===== config.mk =====
export PLATFORM = sky130hd
export DESIGN_NAME = permn_eng
export DESIGN_NICKNAME = d
export VERILOG_FILES = /design/src/rtl/permn_pkg.sv /design/src/rtl/fex2perm_n.sv /design/src/rtl/permn_eng.sv
export SDC_FILE = /design/constraint.sdc
export NUM_CORES = 1
export LEC_CHECK = 0
export ABC_AREA = 0
export CAP_MARGIN = 10
export CORE_MARGIN = 2
export CORE_UTILIZATION = 25
export CTS_CLUSTER_SIZE = 10
export DETAILED_ROUTE_END_ITERATION = 10
export DONT_BUFFER_PORTS = 1
export HOLD_SLACK_MARGIN = 0.1
export PLACE_DENSITY = 0.41
export RECOVER_POWER = 25
export SETUP_SLACK_MARGIN = 0.4
export SKIP_LAST_GASP = 1
export SLEW_MARGIN = 20
export SYNTH_ARGS = -nofsm -noshare
export SYNTH_HDL_FRONTEND = slang
export SYNTH_SLANG_ARGS = --single-unit

===== constraint.sdc =====
create_clock -name CLK -period 2.8 [get_ports CLK]
set_input_delay 0.28 -clock CLK [delete_from_list [all_inputs] [get_ports CLK]]
set_output_delay 0.28 -clock CLK [all_outputs]
set_load 0.02 [all_outputs]

===== src/rtl/permn_pkg.sv =====
// Shared constants and digit-packing helpers for the factorial-expansion permutation engine.
package permn_pkg;
   localparam int N_MAX = 16;
   localparam int W_MAX = 4;
   localparam int VW    = N_MAX * W_MAX;

   typedef logic [VW-1:0] dvec_t;

   function automatic logic [W_MAX-1:0] dig_get(input dvec_t vec, input int idx, input int w);
      return W_MAX'(vec >> (idx * w)) & W_MAX'((1 << w) - 1);
   endfunction

   function automatic dvec_t dig_put(input dvec_t vec, input int idx, input int w,
                                     input logic [W_MAX-1:0] d);
      dvec_t m;
      m = dvec_t'((1 << w) - 1) << (idx * w);
      return (vec & ~m) | ((dvec_t'(d) << (idx * w)) & m);
   endfunction

   function automatic logic [W_MAX-1:0] sat_dig(input logic [W_MAX-1:0] d,
                                                input logic [W_MAX-1:0] lim);
      return (d > lim) ? lim : d;
   endfunction

   function automatic dvec_t ident(input int n, input int w);
      dvec_t v;
      v = '0;
      for (int k = 0; k < n; k++) v = dig_put(v, k, w, W_MAX'(k));
      return v;
   endfunction
endpackage


===== src/rtl/fex2perm_n.sv =====
// Combinational factorial-expansion to permutation decoder (Lehmer-style list removal).
module fex2perm_n
   import permn_pkg::*;
#(
   parameter int N = 8,
   parameter int W = $clog2(N)
) (
   input  logic [N*W-1:0] fex,
   output logic [N*W-1:0] perm
);

   always_comb begin
      dvec_t            lst;
      dvec_t            p;
      logic [W_MAX-1:0] f;
      logic [W_MAX-1:0] idx;
      lst = ident(N, W);
      p   = '0;
      f   = '0;
      idx = '0;
      // Highest element first; each pick closes the gap so the list stays dense.
      for (int i = N - 1; i >= 0; i--) begin
         f   = (i == 0) ? W_MAX'(0) : dig_get(dvec_t'(fex), i, W);
         idx = W_MAX'(i) - f;
         p   = dig_put(p, i, W, dig_get(lst, int'(idx), W));
         for (int k = 0; k < N - 1; k++)
            if (k >= int'(idx)) lst = dig_put(lst, k, W, dig_get(lst, k + 1, W));
      end
      perm = p[N*W-1:0];
   end

endmodule


===== src/rtl/permn_eng.sv =====
// Mixed-radix factorial-expansion counter with registered permutation output.
// Define PERMN_ENG_DEC_EN to enable decrement (dir=1); otherwise dir is ignored.
module permn_eng
   import permn_pkg::*;
#(
   parameter int N = 8,
   parameter int W = $clog2(N)
) (
   input  logic           CLK,
   input  logic           RST_N,
   input  logic           load,
   input  logic [N*W-1:0] load_fex,
   input  logic           nxt,
   input  logic           dir,
   output logic [N*W-1:0] fex,
   output logic [N*W-1:0] perm,
   output logic           perm_vld,
   output logic           wrap
);

   localparam dvec_t PERM_ID = ident(N, W);

   logic [N*W-1:0] fex_q, fex_d;
   logic [N*W-1:0] perm_q, perm_d;
   logic           vld_q, vld_d;
   logic           wrap_q, wrap_d;

`ifndef PERMN_ENG_DEC_EN
   logic unused_dir;
   assign unused_dir = dir;
`endif

   always_comb begin
      dvec_t            cur;
      dvec_t            nx;
      logic             cy;
      logic [W_MAX-1:0] d;
      logic [W_MAX-1:0] lim;
      fex_d  = fex_q;
      wrap_d = 1'b0;
      vld_d  = 1'b1;
      cur    = dvec_t'(fex_q);
      nx     = '0;
      cy     = 1'b0;
      d      = '0;
      lim    = '0;
      if (load) begin
         for (int i = 1; i < N; i++) begin
            lim = W_MAX'(i);
            d   = sat_dig(dig_get(dvec_t'(load_fex), i, W), lim);
            nx  = dig_put(nx, i, W, d);
         end
         fex_d = nx[N*W-1:0];
         vld_d = 1'b0;
      end else if (nxt) begin
         nx = cur;
         cy = 1'b1;
         // Ripple carry/borrow from f_1 upward; digit i has radix i+1.
         for (int i = 1; i < N; i++) begin
            lim = W_MAX'(i);
            d   = dig_get(cur, i, W);
`ifdef PERMN_ENG_DEC_EN
            if (dir) begin
               if (cy) begin
                  if (d == '0) d = lim;
                  else begin
                     d  = d - W_MAX'(1);
                     cy = 1'b0;
                  end
               end
            end else
`endif
            begin
               if (cy) begin
                  if (d == lim) d = '0;
                  else begin
                     d  = d + W_MAX'(1);
                     cy = 1'b0;
                  end
               end
            end
            nx = dig_put(nx, i, W, d);
         end
         fex_d  = nx[N*W-1:0];
         wrap_d = cy;
         vld_d  = 1'b0;
      end
   end

   fex2perm_n #(.N(N), .W(W)) u_dec (
      .fex  (fex_q),
      .perm (perm_d)
   );

   always_ff @(posedge CLK or negedge RST_N) begin
      if (!RST_N) begin
         fex_q  <= '0;
         perm_q <= PERM_ID[N*W-1:0];
         vld_q  <= 1'b1;
         wrap_q <= 1'b0;
      end else begin
         fex_q  <= fex_d;
         perm_q <= perm_d;
         vld_q  <= vld_d;
         wrap_q <= wrap_d;
      end
   end

   assign fex      = fex_q;
   assign perm     = perm_q;
   assign perm_vld = vld_q;
   assign wrap     = wrap_q;

endmodule


==> out/metrics.yaml, run 1 <==
outcome: "finished clean"
place_ws_ns: -0.01028
cap_violations: 0
tightest_slew_ns: 1.283
rsz0062_at_grt: "yes"
period_needed_ns: 2.710
drt_iter0_markers: 485
grt_use_total_pct: 18.43
synth_flop_cell: "dfrtp_1"
final_cell_mix: "buf_4 (131), nand2_1 (58), nor2_1 (42)"
cellPowerDensity_nw_per_um2: 681.1
vias: 5273
skew_ns: 0.01518
max-clock-path-buffers: 2
setup_ws_ns: 0.09033
clk_pin_slew_ns: 0.08
clkPwrFrac_pct: 13.8
utilization_pct: 37.97
design_area_sq_um: 7030
fin_total_pwr_mw: 4.788
dieArea_sq_um: 19820
vias_per_cell: 5.442
path_buf_inv: 2
clk-insertion-delay-late_ns: 0.31
wirelength_mm: 18.76
power.internal_mw: 2.616
crit_type: "reg -> reg"
cp_slowest_cell: "dfrtp_2"
finalSetupViolations: 0
grt_remaining_overflow: 0
async_reset_ff_share_pct: 100.0
post_synth.cell_area_avg_sq_um: 7.756
synth_seq_area_share_pct: 25.49
p_sw_share_pct: 45.36
min_period_over_period_pct: 96.77
combPwrFrac_pct: 61.9
leakage_nw: 2.878
nets: 797
power.switching_mw: 2.172
cp_top_family: "multiplexers"
hold_violations: 0
grt_start_max_net_pins: 48
syn_inst: 603
max_freq_mhz: 369.0
die-height_microns: 140.8
crit_path_start_kind: "flip-flop"
io_buffers: 0
end_kind: "flip-flop"
dpl-instance-area_sq_um: 5816
drive_gt1_share_pct: 41.90
grt_pass1_vias: 5081
crit_fanout: 4
synth_edf_count: 0
final_common_cell: "buf_4"
ir_drop_uv: 262.4
htreeDepth: 2
initial_core_util_pct: 25.26
antenna_found_initial: 0
drt.antenna.violating_nets: 0
numCtsBuffers: 5
cts_tree: "done"
max_slew_margin_pct: 14.45
syn_area_sq_um: 4677
cp_data_arrival_time_ns: 2.93
ios: 79
worstPathRequired_ns: 3.02
core_area_sq_um: 18520
path_common_cell: "mux2_4"
yosysWarnings: 0
drtPass1Iterations: 5
crit_chain: "buf_4 > ha_2 > nor2b_4 > buf_12 > o32ai_4 > a21oi_2 > o31ai_4 > mux2_4 > mux2_4 > or3_1 > a211oi_2"
power_frac_seq_pct: 24.3
drv_slew: 0
post-dp-hpwl_mm: 13.67
cts_sinks: 47
hold_class: "in -> reg"
wl_per_cell_microns: 19.36
area_delta_synth_final_pct: 50.32
yosysUniqueCellTypes: 76
rows: 50
gp_congestion: 0.9293
die_w_microns: 140.8
synth-seq-cells: 47
grt_pass1_wl_mm: 28.88
ctsRootBufferMaster: "clkbuf_16"
antenna_cells: 0
route.detailed.drc: 0
max_stage_delay_ns: 0.43
-- Yosys cell counts, types with 4 or more instances --
master / count / share of area (%)
nand2b_1: 5 / 0.67
o311ai_0: 4 / 0.75
a211o_1: 4 / 0.75
or3_1: 5 / 0.67
or4_1: 4 / 0.64
mux2_2: 6 / 1.4
and3_1: 6 / 0.80
nor2_1: 53 / 4.3
dfstp_2: 13 / 7.3
nor2b_1: 9 / 1.2
a21o_1: 4 / 0.64
o211ai_1: 13 / 2.1
mux2i_1: 11 / 2.4
a211oi_1: 6 / 0.96
and2_1: 4 / 0.53
buf_1: 4 / 0.32
ha_1: 34 / 9.1
o22ai_1: 10 / 1.3
a221oi_1: 6 / 1.1
o21ai_0: 44 / 4.7
inv_1: 28 / 2.2
dfrtp_1: 34 / 18
nand3_1: 28 / 3.0
nand4_1: 7 / 0.94
clkbuf_1: 24 / 1.9
mux4_2: 4 / 1.9
nand2_1: 60 / 4.8
a21oi_1: 46 / 4.9
nor3_1: 20 / 2.1
xnor2_1: 6 / 1.1
buf_4: 5 / 0.80
buf_2: 7 / 0.75
a31oi_1: 10 / 1.3
nor4_1: 6 / 0.80
-- cell families (layout without fill, tap and decap cells) --
logic type,Yosys count,in the layout,share of synthesized area [%]
xor gates and xnor gates,9,9,1.846
buffers and inverters,70,199,6.367
and+or+nand+nor,220,220,22.71
AOI/OAI and AO/OA,201,202,28.68
muxes,21,21,5.725
adders and majority gates,34,34,9.096
other,1,3,0.08018
DFF,47,47,25.50
-- flip-flops by register name, summed over array words and instances, names as in the netlist --
name,count
perm,24
fex,21
perm_vld,1
wrap,1
-- timing repair --
item / CTS / global route
gates cloned: 1 / 0
buffers inserted: 18 / 17
pin swaps: 22 / 19
setup endpoints to repair: 14 / 22
gates resized for setup: 89 / 65
hold endpoints to repair: 59 / 0
hold buffers: 10 / 0
-- power by group through the flow --
stage / logic, mW / registers, mW / clock network (mW)
after floorplan: 1.39 / 1.20 / 0
after global placement: 2.28 / 1.17 / 0
after detailed placement: 2.28 / 1.18 / 0
after CTS: 2.67 / 1.17 / 0.683
after global routing: 3.19 / 1.19 / 0.707
final: 2.97 / 1.16 / 0.658
-- layer usage --
metal / part of all wire (%) / global-route usage [%] / routed length [microns] / vias up
met5: 0 / 0 / 0 / -
met4: 1.5 / 4.421 / 282 / 0
met3: 6.6 / 3.533 / 1235 / 20
met2: 44 / 28.09 / 8327 / 180
met1: 48 / 26.85 / 8912 / 2566
li1: - / - / - / 2507
-- final timing paths --
path                         startpoint  endpoint  slack, ns  depth (start not counted)
hold reg to reg                 fex[21]  perm[21]       0.57                          2
min in group asynchronous         RST_N   fex[19]       0.79                          2
hold / removal             load_fex[16]   fex[16]       0.11                          2
max in group asynchronous         RST_N    fex[6]       1.14                          2
setup / recovery                fex[16]   perm[4]       0.09                         11
setup reg to reg                fex[16]   perm[4]       0.09                         11
-- layout make-up --
type / count / area (sq um)
Clock inverter: 1 / 5.005
Sequential cell: 47 / 1202
Multi-Input combinational cell: 489 / 3949
Timing Repair Buffer: 162 / 1316
Fill cell: 1883 / 11490
Tap cell: 234 / 292.8
Clock buffer: 7 / 142.6
Inverter: 29 / 122.6
-- stage by stage --
| step | std cells | hold slack, ns | TNS [ns] |
|---|---|---|---|
| after floorplan | 605 | -0.01559 | 0 |
| after global placement | 915 | -0.01360 | 0 |
| after detailed placement | 915 | -0.01419 | -0.01028 |
| after CTS | 952 | 0.1068 | 0 |
| after global routing | 969 | 0.1134 | -0.005108 |
| final | 969 | 0.1095 | 0 |
Note: power is estimated with default switching activity, not from simulation.
==> inputs of run 2 (changes only) <==
--- a/config.mk
+++ b/config.mk
@@ -13,8 +13,9 @@
 export DETAILED_ROUTE_END_ITERATION = 10
 export DONT_BUFFER_PORTS = 1
 export HOLD_SLACK_MARGIN = 0.1
-export PLACE_DENSITY = 0.41
+export PLACE_DENSITY = 0.43
 export RECOVER_POWER = 25
+export REMOVE_ABC_BUFFERS = 1
 export SETUP_SLACK_MARGIN = 0.4
 export SKIP_LAST_GASP = 1
 export SLEW_MARGIN = 20
==> run 2 against run 1 <==
Clock power rose by 2%. Sequential cell count stayed put. Cell count is 0.41% higher. Worst hold slack got worse by 0.0031 ns. Total power is 0.12% lower. Global-route usage up 0.28 points. Die area did not move. Register-to-register slack got worse by 0.04 ns. Clock skew down 0.0091 ns. Largest cell class unchanged. Critical path depth shrank 3.
==> out/metrics.yaml, run 2 (synthesized netlist as in run 1, its figures left out) <==
dp_cells: 937  # was 915
io_buffers: 0  # unchanged
tightest_slew_ns: 0.7125  # was 1.283 ns
post-dp-hpwl_mm: 13.68  # was 13.67 mm
grt_start_max_net_pins: 48  # unchanged
cap_violations: 0  # unchanged
rrSetupSlack_ns: 0.05  # was 0.09 ns
final_cells: 973  # was 969
period_needed_ns: 2.748  # was 2.710 ns
fin_tns_setup_ns: 0  # unchanged
drv_slew: 0  # unchanged
antenna_cells: 0  # unchanged
largest_reg_flops: 24  # unchanged
route.detailed.drc: 0  # unchanged
final_common_cell: "buf_4"  # unchanged
max_slew_margin_pct: 52.34  # was 14.45%
seq_area_sq_um: 1197  # was 1202 sq um
crit_fanout: 5  # was 4
cp_data_arrival_time_ns: 2.96  # was 2.93 ns
grt_use_total_pct: 18.70  # was 18.43%
rsz0062_at_grt: "yes"  # unchanged
antenna_found_initial: 0  # unchanged
crit_path_start_kind: "flip-flop"  # unchanged
hold_violations: 0  # unchanged
wirelength_mm: 18.57  # was 18.76 mm
holdWs_ns: 0.1064  # was 0.1095 ns
nets: 801  # was 797
ir_drop_uv: 274.6  # was 262.4 uV
outcome: "finished clean"  # unchanged
max_freq_mhz: 363.9  # was 369.0 MHz
leakage_nw: 2.854  # was 2.878 nW
drtPass1Iterations: 5  # unchanged
vias: 5174  # was 5273
wl_per_cell_microns: 19.09  # was 19.36 microns
ctsRootBufferMaster: "clkbuf_16"  # unchanged
crit_type: "reg -> reg"  # unchanged
finalSetupViolations: 0  # unchanged
vias_per_cell: 5.318  # was 5.442
ios: 79  # unchanged
drt.antenna.violating_nets: 0  # unchanged
core_area_sq_um: 18520  # unchanged
skew_ns: 0.006065  # was 0.01518 ns
design_area_sq_um: 6973  # was 7030 sq um
numCtsBuffers: 5  # unchanged
grt_remaining_overflow: 0  # unchanged
worstPathRequired_ns: 3.01  # was 3.02 ns
dieArea_sq_um: 19820  # unchanged
hold_class: "in -> reg"  # unchanged
cts_sinks: 47  # unchanged
max-clock-path-buffers: 2  # unchanged
drt_iter0_markers: 320  # was 485
grt_pass1_vias: 5107  # was 5081
area_delta_synth_final_pct: 49.09  # was 50.32%
grt_pass1_wl_mm: 29.25  # was 28.88 mm
cellPowerDensity_nw_per_um2: 685.9  # was 681.1 nW/um^2
dpl-instance-area_sq_um: 5832  # was 5816 sq um
die_w_microns: 140.8  # unchanged
nFillCells: 1884  # was 1883
drive_gt1_share_pct: 41.41  # was 41.90%
die-height_microns: 140.8  # unchanged
clk-insertion-delay-late_ns: 0.31  # about the same
gp_congestion: 0.8990  # was 0.9293
cts_tree: "done"  # unchanged
htreeDepth: 2  # unchanged
clk_pin_slew_ns: 0.07  # was 0.08 ns
end_kind: "flip-flop"  # unchanged
final_cell_mix: "buf_4 (145), nand2_1 (58), nor2_1 (44)"  # was buf_4 (131), nand2_1 (58), nor2_1 (42)
min_period_over_period_pct: 98.15  # was 96.77%
initial_core_util_pct: 25.26  # unchanged
multi_input_comb_area_sq_um: 3880  # was 3949 sq um
rows: 50  # unchanged
run 2: layout make-up:
| cell class | count | area share [%] |
|---|---|---|
| Clock buffer | 6 | 1.992 |
| Clock inverter | 2 | 0.2333 |
| Inverter | 29 | 1.615 |
| Multi-Input combinational cell | 488 | 55.64 |
| Sequential cell | 47 | 17.17 |
| Tap cell | 234 | 4.199 |
| Timing Repair Buffer | 167 | 19.15 |
run 2: critical path, cell delays in order (launching register included):
cell	delay [ns]
dfrtp_2	0.50
nor2b_2	0.22
a2111o_1	0.53
nand3_2	0.11
o31ai_2	0.10
mux2_4	0.30
mux2_2	0.28
or3_4	0.34
a211oi_4	0.26
run 2: repair_timing:
action,CTS,global route
pin swaps,19,23
endpoints found under the setup margin,22,21
hold buffers,8,1
setup buffers,9,10
endpoints found under the hold margin,58,1
resized for setup,86,82
run 2: where the power goes:
part	switching (mW)	internal, mW	leakage, nW
logic	1.59	1.36	2.23
clock network	0.312	0.359	0.0731
registers	0.264	0.891	0.547
run 2: final timing paths:
path / endpoint / depth (start not counted) / start
min: fex[19] / 2 / load_fex[19]
max reg2reg: perm[4] / 8 / fex[20]
min in group asynchronous: fex[16] / 2 / RST_N
min reg2reg: perm[22] / 1 / fex[22]
max: perm[4] / 8 / fex[20]
max in group asynchronous: perm[7] / 2 / RST_N
run 2: through the flow:
stage | setup slack (ns) | util, % | total power [mW]
floorplan | -0.3309 | - | 2.449
global placement | -0.1624 | 31.49 | 3.502
detailed placement | -0.1855 | 31.49 | 3.497
CTS | 0.07605 | 35.38 | 4.504
global route | -0.01276 | 37.66 | 5.098
finish | 0.05167 | 37.66 | 4.782
run 2: layer usage:
metal | share of wire [%] | global-route usage, % | routed length, microns | up-vias
li1 | - | - | - | 2509
met1 | 48 | 26.52 | 8955 | 2513
met2 | 46 | 30.24 | 8601 | 137
met3 | 4.0 | 2.819 | 738 | 15
met4 | 1.5 | 3.895 | 276 | 0
met5 | 0 | 0 | 0 | -
